[config.mk]
export PLATFORM = sky130hd
export DESIGN_NAME = rx_frame_fsm
export DESIGN_NICKNAME = d
export VERILOG_FILES = /design/src/rtl/rx_frame_fsm.sv
export SDC_FILE = /design/constraint.sdc
export NUM_CORES = 1
export LEC_CHECK = 0
export BUFFER_PORTS_ARGS = -buffer_cell sky130_fd_sc_hd__buf_2
export CAP_MARGIN = 20
export CORE_UTILIZATION = 44
export DETAILED_ROUTE_END_ITERATION = 6
export PLACE_DENSITY_LB_ADDON = 0.2
export SETUP_SLACK_MARGIN = 0.2
export SYNTH_ARGS = -nofsm -noshare
export SYNTH_HDL_FRONTEND = slang
export SYNTH_SLANG_ARGS = --single-unit
[constraint.sdc]
create_clock -name clk -period 3.4 [get_ports clk]
set_input_delay 0.34 -clock clk [delete_from_list [all_inputs] [get_ports clk]]
set_output_delay 0.34 -clock clk [all_outputs]
set_load 0.005 [all_outputs]
[src/rtl/rx_frame_fsm.sv]
// Oversampled serial frame receiver: 1 start, 8 data (LSB first), 1 parity,
// 1 stop. Collects bits in a shadow register and publishes the whole frame
// with a one-clk ready pulse once the stop bit has been sampled.
module rx_frame_fsm #(
  parameter int OVERSAMPLE  = 16,
  parameter int SYNC_STAGES = 2
) (
  input  logic       clk,
  input  logic       rst,
  input  logic       tick,
  input  logic       rx,
  output logic [8:0] dataParityOut,
  output logic       ready,
  output logic       frameErr,
  output logic       busy
);

  localparam int CW = (OVERSAMPLE > 2) ? $clog2(OVERSAMPLE) : 1;
  localparam logic [CW-1:0] CNT_MID = CW'(OVERSAMPLE / 2 - 1);
  localparam logic [CW-1:0] CNT_END = CW'(OVERSAMPLE - 1);

  typedef enum logic [2:0] {
    IDLE   = 3'd0,
    START  = 3'd1,
    DATA   = 3'd2,
    PARITY = 3'd3,
    STOP   = 3'd4,
    BREAK  = 3'd5
  } state_t;

  typedef struct packed {
    logic       parity;
    logic [7:0] data;
  } frame_t;

  logic [SYNC_STAGES-1:0] syncPipe;
  logic                   rxS;

  state_t        state, stateNext;
  logic [CW-1:0] cnt, cntNext;
  logic [2:0]    idx, idxNext;
  frame_t        shadow, shadowNext;
  logic [8:0]    dpoNext;
  logic          errNext;
  logic          readyNext;
  logic          bitTick;

  // Metastability guard on the asynchronous line; idles high so reset
  // never looks like a start edge.
  always_ff @(posedge clk or negedge rst) begin
    if (!rst) syncPipe <= '1;
    else      syncPipe <= {syncPipe[SYNC_STAGES-2:0], rx};
  end

  assign rxS     = syncPipe[SYNC_STAGES-1];
  assign bitTick = tick && (cnt == CNT_END);
  assign busy    = (state != IDLE);

  // State, counters, shadow frame and the published outputs.
  always_ff @(posedge clk or negedge rst) begin
    if (!rst) begin
      state         <= IDLE;
      cnt           <= '0;
      idx           <= '0;
      shadow        <= '0;
      dataParityOut <= '0;
      frameErr      <= 1'b0;
      ready         <= 1'b0;
    end else begin
      state         <= stateNext;
      cnt           <= cntNext;
      idx           <= idxNext;
      shadow        <= shadowNext;
      dataParityOut <= dpoNext;
      frameErr      <= errNext;
      ready         <= readyNext;
    end
  end

  // Next-state and datapath decisions. The outputs only move on the
  // stop-sample tick, so a partial frame never becomes visible.
  always_comb begin
    stateNext  = state;
    cntNext    = cnt;
    idxNext    = idx;
    shadowNext = shadow;
    dpoNext    = dataParityOut;
    errNext    = frameErr;
    readyNext  = 1'b0;

    case (state)
      IDLE: begin
        cntNext = '0;
        idxNext = '0;
        if (!rxS) stateNext = START;
      end

      START: begin
        if (tick) begin
          if (cnt == CNT_MID) begin
            cntNext = '0;
            idxNext = '0;
            // Line back high at mid start bit: glitch, not a frame.
            stateNext = rxS ? IDLE : DATA;
          end else begin
            cntNext = cnt + CW'(1);
          end
        end
      end

      DATA: begin
        if (bitTick) begin
          cntNext                 = '0;
          shadowNext.data[idx]    = rxS;
          if (idx == 3'd7) stateNext = PARITY;
          else             idxNext   = idx + 3'd1;
        end else if (tick) begin
          cntNext = cnt + CW'(1);
        end
      end

      PARITY: begin
        if (bitTick) begin
          cntNext           = '0;
          shadowNext.parity = rxS;
          stateNext         = STOP;
        end else if (tick) begin
          cntNext = cnt + CW'(1);
        end
      end

      STOP: begin
        if (bitTick) begin
          cntNext   = '0;
          dpoNext   = shadow;
          errNext   = ~rxS;
          readyNext = 1'b1;
          // A low stop bit means the line may be held in break; wait it out.
          stateNext = rxS ? IDLE : BREAK;
        end else if (tick) begin
          cntNext = cnt + CW'(1);
        end
      end

      BREAK: begin
        cntNext = '0;
        if (rxS) stateNext = IDLE;
      end

      default: begin
        stateNext = IDLE;
        cntNext   = '0;
        idxNext   = '0;
      end
    endcase
  end

endmodule

==> metrics.cfg <==
[cells_and_area]
most-common-layout-cells = 30 x dfrtp_1, 15 x buf_2, 11 x nand2_1, 8 x nor2_1, 8 x mux2_4
design_area_sq_um = 1717
final_core_util_pct = 51.04
layout_commonest_cell = dfrtp_1
diodes = 0
nets = 149
synthToLayoutAreaGrowth_pct = 9.848
drive_gt1_share_pct = 31.47

[clock_network]
cts_tree = yes
cts_max_path_buffers = 2
cts_resized = 0
post-cts-setup-buffers = 0
htreeDepth = 2
cts_num_sinks = 32
root_buffer = clkbuf_4
worst_skew_pair.late_latency_ns = 0.33
cts.reportedPaths.clkPinSlew_ns = 0.10
hold_buffers = 0
cts_inserted_buffers = 5

[floorplan]
coreArea_sq_um = 3363
pin_count = 16
die_w_um = 61.60
initial_utilization_pct = 46.47
die_h_um = 61.60
die_area_sq_um = 3794
rows = 21

[logic_synthesis]
syn_area_sq_um = 1563
synth-compound-area-share_pct = 8.167
synthCells = 127
synthSimpleGateAreaFrac_pct = 15.53
syn_area_per_cell_sq_um = 12.31
yosys_warnings = 0
ys_types = 41
synth-xor-area-share_pct = 1.681
synth_seq_cells = 32
ys_seq_area_share_pct = 51.40
synth_top_family_by_area = multiplexers
synth_nets = 134
muxShareOfSynthArea_pct = 16.09
synth_fa_ha_area_share_pct = 2.402

[sta]
tightestPinTransition_ns = 0.6854
tns_ns = 0
rsz0062_at_grt = false
relSlewSlack_pct = 54.31
setup_ws_ns = 1.509
fmax_mhz = 528.8
min_period_ns = 1.891
slew_viol_final = 0
setup_viol = 0
hold_violations = 0
finalCritPeriodShare_pct = 55.62
fin_skew_ns = 0.008647

[worst_setup_path]
worstPathMaxFanout = 8
cp-start-kind = flip-flop
worst_ep_arrival_time_ns = 2.12
reg2reg_depth = 5
cp-endpoint = shadow[5]
r2r-end = shadow[5]
r2r_slack_ns = 1.51
required_ns = 3.62
crit_type = flip-flop to flip-flop
crit_start = cnt[0]
r2r_start = cnt[0]
setup.worst_path.end_class = flip-flop

[routing]
wl_per_cell_um = 13.69
drt_iter0_drc = 18
dr.pass1.iters = 4
drc = 0
via_per_inst = 5.323
vias = 1006
ant_nets = 0
routed_wl_um = 2588

[power_and_ir_drop]
power.total_uw = 1074
p_leak_uw = 0.0008600
power.density_nw_per_um2 = 625.5
peakVddDrop_uv = 321.1

[global_route]
grt_max_degree = 33
grtUsageTotal_pct = 16.49
antenna_found_initial = 0
grt_pass1_wl_um = 4312
grt_pass1_vias = 926
gr-total-overflow = 0

[placement]
dpl-instance-area_sq_um = 1640
post-place-ws_ns = 1.505
gp_congestion = 0.7931
hpwl_um = 1800
numPortBuffers = 15

[run]
drv_cap = 0

[worst_hold_path]
hold_class = input port to asynchronous set/reset pin

[run_status]
status = finished clean

registers in the layout, summed over array words and instances (netlist names):
signal         cells
dataParityOut      9
syncPipe           2
state              3
shadow             9
frameErr           1
cnt                4
idx                3
ready              1
final cells by class:
class | instances | area, sq um
timing repair buffer | 15 | 75.07
tap | 46 | 57.56
clock buffer | 6 | 41.29
multi-input combinational | 83 | 685.7
clock inverter | 2 | 35.03
inverter | 5 | 18.77
sequential | 32 | 803.3
fill | 310 | 1647
worst min-delay path by stage:
stage	cells past startpoint	start	end	slack, ns
6_report	1	rst	shadow[6]	0.04
5_1_grt	1	rst	shadow[0]	0.08
4_1_cts	1	rst	dataParityOut[6]	0.06
3_5_place_dp	0	syncPipe[0]	syncPipe[1]	0.35
3_3_place_gp	0	syncPipe[0]	syncPipe[1]	0.35
2_1_floorplan	0	rst	cnt[0]	0.04
cells in the mapped netlist (all sizes together):
cell / count / area, sq um
or3: 1 / 6.260
mux2i: 3 / 30.03
clkbuf: 1 / 3.750
dfstp: 2 / 52.55
o211ai: 1 / 7.510
o2bb2ai: 1 / 8.760
a41oi: 1 / 8.760
nor3: 2 / 15.01
a211oi: 1 / 7.510
dfrtp: 30 / 750.7
inv: 5 / 18.77
a221oi: 2 / 23.77
nor4: 1 / 6.260
and2b: 1 / 10.01
a21oi: 1 / 5.000
mux2: 17 / 221.5
xor2: 2 / 17.52
ha: 3 / 37.54
a311oi: 1 / 8.760
a31o: 1 / 8.760
nor2b: 3 / 18.77
nor2: 8 / 30.03
nand2: 11 / 41.29
nand3: 6 / 47.55
o21ai: 7 / 35.03
buf: 6 / 51.30
nand4: 4 / 40.04
nor3b: 1 / 18.77
and4: 1 / 8.760
xnor2: 1 / 8.760
o31ai: 1 / 7.510
a31oi: 1 / 6.260
through the flow:
stage	hold slack, ns	std cells
2_1_floorplan	0.04441	127
3_3_place_gp	0.3458	181
3_5_place_dp	0.3478	181
4_1_cts	0.05557	189
5_1_grt	0.07738	189
6_report	0.03970	189
power breakdown:
| group | internal (uW) | switching [uW] | leakage [uW] |
|---|---|---|---|
| registers | 435 | 92.9 | 0.000424 |
| logic | 132 | 137 | 0.000393 |
| clock network | 154 | 123 | 0.0000422 |
| total | 721 | 353 | 0.000860 |
critical path, stage by stage (launching register included):
cell     delay (ns)
dfrtp_1        0.40
ha_1           0.27
and4_1         0.44
nand2_1        0.16
nor3_2         0.19
mux2_1         0.34
metal layers:
metal | vias up | share of wire (%) | global-route usage (%)
met5 | - | 0 | 0
met4 | 0 | 2.0 | 8.571
met3 | 6 | 5.0 | 7.983
met2 | 23 | 45 | 23.35
met1 | 500 | 48 | 20.73
li1 | 477 | - | -
cells by family (layout without fill, tap and decap cells):
| family | after synthesis | after routing |
|---|---|---|
| muxes | 20 | 20 |
| xor gates and xnor gates | 3 | 3 |
| and+or+nand+nor | 39 | 39 |
| adders and majority gates | 3 | 3 |
| DFF | 32 | 32 |
| buffers and inverters | 12 | 28 |
| AOI/OAI and AO/OA | 18 | 18 |
No activity file was read; power rests on OpenSTA's default activity.
